### config.mk
export PLATFORM = sky130hd
export DESIGN_NAME = fifo_rblock_fwft
export DESIGN_NICKNAME = d
export VERILOG_FILES = /design/src/rtl/fifo_rblock_fwft.sv
export SDC_FILE = /design/constraint.sdc
export NUM_CORES = 1
export LEC_CHECK = 0
export ABC_AREA = 1
export CORE_UTILIZATION = 49
export DETAILED_ROUTE_END_ITERATION = 10
export PLACE_DENSITY_LB_ADDON = 0.1
export SLEW_MARGIN = 25
export SYNTH_ARGS = -nofsm -noshare
export SYNTH_HDL_FRONTEND = slang
export SYNTH_SLANG_ARGS = --single-unit
export TNS_END_PERCENT = 20
### constraint.sdc
create_clock -name rclk -period 3.6 [get_ports rclk]
set_input_delay 0.36 -clock rclk [delete_from_list [all_inputs] [get_ports rclk]]
set_output_delay 0.36 -clock rclk [all_outputs]
set_load 0.02 [all_outputs]
### src/rtl/fifo_rblock_fwft.sv
`default_nettype none
// ============================================================================
// fifo_rblock_fwft : async FIFO read-side controller with FWFT output register
// Revision: 1.0
// ============================================================================
module fifo_rblock_fwft #(
    parameter int ADDR_W        = 23,
    parameter int DATA_W        = 8,
    parameter int AEMPTY_THRESH = 4
) (
    input  logic              rclk,
    input  logic              rrst_n,
    input  logic [ADDR_W:0]   wptr_gray,
    input  logic [DATA_W-1:0] rdata_mem,
    output logic [ADDR_W-1:0] raddr,
    output logic [ADDR_W:0]   rptr_gray,
    output logic [DATA_W-1:0] dout,
    output logic              dout_valid,
    input  logic              dout_ready,
    output logic              rempty,
    output logic              aempty,
    output logic [ADDR_W:0]   rlevel
);

    localparam logic [ADDR_W:0] AEMPTY_LIM = (ADDR_W+1)'(AEMPTY_THRESH);

    logic [ADDR_W:0]   wq1_q, wq2_q;
    logic [ADDR_W:0]   rbin_q, rgray_q, rlevel_q;
    logic              rempty_q, aempty_q;
    logic [DATA_W-1:0] dout_q;
    logic              dout_valid_q;

    logic [ADDR_W:0]   wq2_bin;
    logic [ADDR_W:0]   rbin_d, rgray_d, level_d;
    logic [DATA_W-1:0] dout_d;
    logic              dout_valid_d;
    logic              fetch;

    // Each binary bit is the XOR of all Gray bits at or above it.
    always_comb begin
        wq2_bin = '0;
        for (int i = 0; i <= ADDR_W; i++) begin
            wq2_bin[i] = ^(wq2_q >> i);
        end
    end

    always_comb begin
        fetch   = !rempty_q && (!dout_valid_q || dout_ready);
        rbin_d  = rbin_q + {{ADDR_W{1'b0}}, fetch};
        rgray_d = rbin_d ^ (rbin_d >> 1);
        level_d = wq2_bin - rbin_d;

        dout_d       = dout_q;
        dout_valid_d = dout_valid_q;
        if (fetch) begin
            dout_d       = rdata_mem;
            dout_valid_d = 1'b1;
        end else if (dout_valid_q && dout_ready) begin
            dout_valid_d = 1'b0;
        end
    end

    always_ff @(posedge rclk or negedge rrst_n) begin
        if (!rrst_n) begin
            wq1_q        <= '0;
            wq2_q        <= '0;
            rbin_q       <= '0;
            rgray_q      <= '0;
            rlevel_q     <= '0;
            rempty_q     <= 1'b1;
            aempty_q     <= 1'b1;
            dout_q       <= '0;
            dout_valid_q <= 1'b0;
        end else begin
            wq1_q        <= wptr_gray;
            wq2_q        <= wq1_q;
            rbin_q       <= rbin_d;
            rgray_q      <= rgray_d;
            rlevel_q     <= level_d;
            // Full Gray compare: same address with a different wrap bit is not empty.
            rempty_q     <= (rgray_d == wq2_q);
            aempty_q     <= (level_d <= AEMPTY_LIM);
            dout_q       <= dout_d;
            dout_valid_q <= dout_valid_d;
        end
    end

    assign raddr      = rbin_q[ADDR_W-1:0];
    assign rptr_gray  = rgray_q;
    assign rlevel     = rlevel_q;
    assign rempty     = rempty_q;
    assign aempty     = aempty_q;
    assign dout       = dout_q;
    assign dout_valid = dout_valid_q;

endmodule
`default_nettype wire

# Yosys cells after proc, flatten, opt, wreduce, memory -nomap -nowiden
# Index checks and enable logic that the tools add are counted.
classes:
  add_sub_neg: 2
  magnitude_cmp: 1
  bitwise_logic: 1
  reduce_logical: 30
  eq_ne: 1
  muxes: 2
op_table:
  columns: ["op", "n"]
  rows:
  - ["XOR reduction 24 bit", 24]
  - ["adder 24 x 1 -> 24 bit", 1]
  - ["== test 24 bit", 1]
  - ["less-or-equal comparator 24 x 3 -> 1 bit, second input constant", 1]
  - ["subtractor 24 bit", 1]
  - ["bitwise XOR 24 x 23 -> 24 bit", 1]
  - ["logical AND 1 bit", 2]
  - ["logical NOT 1 bit", 2]
  - ["2-to-1 mux 1 bit", 2]
  - ["nonzero test 2 bit", 1]
  - ["logical OR 1 bit", 1]
word_totals:
  input_bits: 35
  wordCells: 46
  register_bits: 131

# Logic depth before layout (Yosys ltp)
logic_depth:
  word_depth: 6
  ltp_mapped: 30
  ltp_nobuf: 30

# Worst setup path after synthesis
# No wires, ideal clock.
synth_timing:
  path_type: "reg-to-reg"
  from: "register wq2_q[23]"
  to: "register aempty_q (netlist: aempty)"
  synth_period_minus_slack_ns: 3.856
  setup_time_ns: 0.067
  arrival_ns: 3.789
  path_slack_ns: -0.256
  path_stages_with_launch: 24
  path_cell_list: "dfrtp_1 buf_6 xnor2_4 xor2_2 xnor2_2 xor2_2 xor2_2 xnor2_2 xnor2_2 xor2_1 inv_1 fa_1 nand3_1 nand3_1 xor2_1 nor3_1 nand3_1 nor3_1 nand3_1 nor2_1 nand3_1 nor2_1 nand3_1 nor2_1"
synth_via:
  elab_chain_len: 3
  elab_cells_between_ends: 26
synth_rtl:
  columns: ["item", "line_no", "rtl"]
  rows:
  - ["start: declaration", "27", "logic [ADDR_W:0] wq1_q, wq2_q;"]
  - ["start signal: assignment", "76", "wq2_q <= wq1_q;"]
  - ["XOR reduction 24 bit", "43", "wq2_bin[i] = ^(wq2_q >> i);"]
  - ["subtractor 24 bit (*)", "51", "level_d = wq2_bin - rbin_d;"]
  - ["named net level_d[4]", "34", "logic [ADDR_W:0] rbin_d, rgray_d, level_d;"]
  - ["less-or-equal comparator 24 x 3 -> 1 bit (*)", "82", "aempty_q <= (level_d <= AEMPTY_LIM);"]
  - ["end signal: assignment", "82", null]
  - ["end: declaration", "29", "logic rempty_q, aempty_q;"]
# Mark *: on every way through the listed nets, which the timed path passes. The rest lies on a longest branch.
# A chain may end at the register's enable or synchronous reset.

# Worst setup path after layout
layout_timing:
  from: "register wq2_q[22]"
  to: "register aempty_q (netlist: aempty)"
layout_via:
  elab_chain_len: 3
  elab_cells_between_ends: 25
layout_rtl:
  columns: ["item", "line_no"]
  rows:
  - ["XOR reduction 24 bit", "43"]
  - ["subtractor 24 bit (*)", "51"]
  - ["less-or-equal comparator 24 x 3 -> 1 bit (*)", "82"]
# Every way passes the cells marked *; elsewhere a longest branch is shown, timed or not.

==> results.ini <==
[sta]
fin_crit_sh=1.07
holdWs_ns=0.349
maxSlewViolCount=0
max_freq_mhz=258
maxSlewHeadroom=0.625
setup-violations-final=7
hold_violations=0
grt_setup_unrepaired=true
post-route-min-period_ns=3.87
tightest_slew_ns=0.562
finClkSkew_ns=0.0122
setup_ws_ns=-0.269

[placement]
io_buffers=116
dp_hpwl_um=14800
dp.cells=1340
place_congestion=0.862

[synthesis]
yosysWarnings=0
synth_seq_area_share=0.446
netlist_area_um2=7300
syn_inst=877
synth_nets=934
synth-seq-cells=130
ys_types=41
avgSynthCellArea_um2=8.32

[die]
die_y_um=124
chipWidth_um=124
io_pins=117
dieArea_um2=15400
start_util=0.502
core_area_um2=14500
fp-row-count=44

[setup_path]
crit_slowest_cell=dfrtp_2
start_kind=register
crit_chain=xnor2_4 > xor2_4 > xnor2_4 > xor2_4 > xor2_2 > xnor2_2 > xnor2_2 > xor2_1 > inv_1 > ha_1 > nand3_2 > nand2_2 > a21oi_1 > o21ai_2 > xnor2_2 > nand3_1 > nor3_2 > nand3_1 > nor2_1 > nand3_1 > nor2_1 > nand3_1 > nor2_1
end_kind=register
crit_top_cell=nand3_1
crit_type=reg -> reg
crit_required_ns=3.96
max_stage_delay_ns=0.44
cp_max_fo=2
r2r_slack_ns=-0.27
arrival_ns=4.23

[grt]
gr-max-usage-layer=met2
gr-usage-all-layers=0.265
grt_pass1_wl_um=30300
grtUsageMet2=0.432
use_met3=0.0467
grt_use_met1=0.358
grt_overflow=0
grt_pass1_vias=6314
antenna_found_initial=0
grt_max_degree=88

[cells_and_area]
fill_cells=1118
final_cells=1384
regArea_um2=3260
diodes=0
area_delta_synth_final_pct=47.8
multiInputGateArea_um2=3750
most-common-layout-cells=272 x nand2_1, 175 x buf_4, 126 x dfrtp_1
fin_nets=1244
drive_above_1_share=0.258
layout_commonest_cell=nand2_1

[cts]
h-tree-depth=4
cts-root-buf=clkbuf_16
numCtsBuffers=17
cts_num_sinks=130
cts.clk_slew.worst_paths_ns=0.07
cts_buffer_depth=2
clk_latency_ns=0.43
cts_tree=yes

[drt]
dr.pass1.iters=7
wire_per_inst_um=13.6
drc_errors=0
drt_iter0_drc=298
vias=6509
wl_um=18800
vias_per_cell=4.70
ant_nets=0

[power]
power.density_nw_per_um2=810
pwr-share-seq=0.213
combPwrFrac=0.592
peakVddDrop_v=0.000569
switching_power_mw=3.44
pwr-share-clk=0.195
power.leakage_nw=5.50
p_total_mw=8.73
p_int_mw=5.29
switching_share=0.394

[outcome]
status=complete, but fails checks
violations=negative setup slack

[flow_run]
max_cap_viol_count=0

[worst_hold_path]
min_path_type=reg -> reg

==> power groups by stage <==
| stage | logic (mW) | registers, mW | clock network [mW] |
|---|---|---|---|
| after floorplan | 2.06 | 2.15 | 0 |
| after global placement | 4.63 | 1.88 | 0 |
| after detailed placement | 4.66 | 1.89 | 0 |
| after CTS | 4.92 | 1.86 | 1.73 |
| after global routing | 5.66 | 1.89 | 1.80 |
| final | 5.17 | 1.86 | 1.70 |
==> flip-flops by register name, indices dropped and copies added, names as in the netlist <==
signal,count
wq2_q,24
aempty,1
dout,8
rlevel,24
dout_valid,1
rempty,1
rbin_q,24
rptr_gray,23
wq1_q,24
==> timing repair <==
| action | 4_1_cts | 5_1_grt |
|---|---|---|
| gates resized for setup | 23 | 18 |
| setup endpoints to repair | 13 | 18 |
| endpoints found under the hold margin | 42 | 0 |
| pin swaps | 17 | 8 |
| hold buffers | 1 | 0 |
| setup buffers | 7 | 4 |
==> through the flow <==
step	TNS (ns)	cell area (um^2)	util	worst slack, ns
finish	-0.621	10800	0.742	-0.269
floorplan	-0.0710	7320	-	-0.0710
global placement	-3.99	9930	0.683	-0.659
detailed placement	-4.47	9930	0.683	-0.634
CTS	-0.694	10700	0.735	-0.305
global route	-3.02	10800	0.742	-0.584
==> per-layer routing <==
layer | up-vias | wire (um)
met5 | - | 0
met4 | 0 | 193
met3 | 15 | 728
met2 | 124 | 8910
met1 | 3002 | 9000
li1 | 3368 | -
==> layout make-up <==
type | instances | share of cell area
Multi-Input combinational cell | 625 | 0.347
Sequential cell | 130 | 0.302
Timing Repair Buffer | 294 | 0.233
Inverter | 119 | 0.0414
Clock buffer | 17 | 0.0395
Tap cell | 184 | 0.0214
Clock inverter | 15 | 0.0146
==> worst max-delay path, delay by kind of cell (launching register included) <==
kind            cells  cell delay, ns
fa+ha+maj           1            0.30
compound gates      2            0.29
buf+inv             1            0.09
flops               1            0.44
simple gates       10            0.95
xor+xnor            9            1.71
==> cell usage after synthesis, drive strengths merged <==
library cell  instances  area share
xnor2                41       0.058
nor4                  4      0.0043
nand2               291        0.15
buf                   3      0.0041
nand3                53       0.039
nor3                 10      0.0082
dfstp                 2      0.0072
nand4                22       0.020
a21oi                20       0.014
fa                    1      0.0027
inv                 118       0.061
o31ai                 2      0.0021
or2                   8      0.0069
nand3b                2      0.0021
ha                   21       0.036
dfrtp               128        0.44
a31o                  1      0.0012
o21ai                15       0.010
xor2                 61       0.082
a21o                  3      0.0031
o21bai                2      0.0021
clkinv                1     0.00051
o21a                  2      0.0021
nor2                 63       0.039
a31oi                 1     0.00086
and3                  2      0.0017
==> worst paths after layout <==
path	from	endpoint	cells after the start
max in group asynchronous	rrst_n	rempty	3
worst max-delay path	wq2_q[22]	aempty	23
min in group asynchronous	rrst_n	rlevel[6]	2
worst min register to register	wq1_q[9]	wq2_q[9]	0
worst min-delay path	wq1_q[9]	wq2_q[9]	0
worst max register to register	wq2_q[22]	aempty	23
==> cells by family (layout without fill, tap and decap cells) <==
family,after synthesis,in the layout,share of synthesized area
compound gates,46,46,0.0353
xor+xnor,102,102,0.140
fa+ha+maj,22,22,0.0388
buf+inv,122,445,0.0653
flops,130,130,0.446
simple gates,455,455,0.274
No activity file was read; power rests on OpenSTA's default activity.
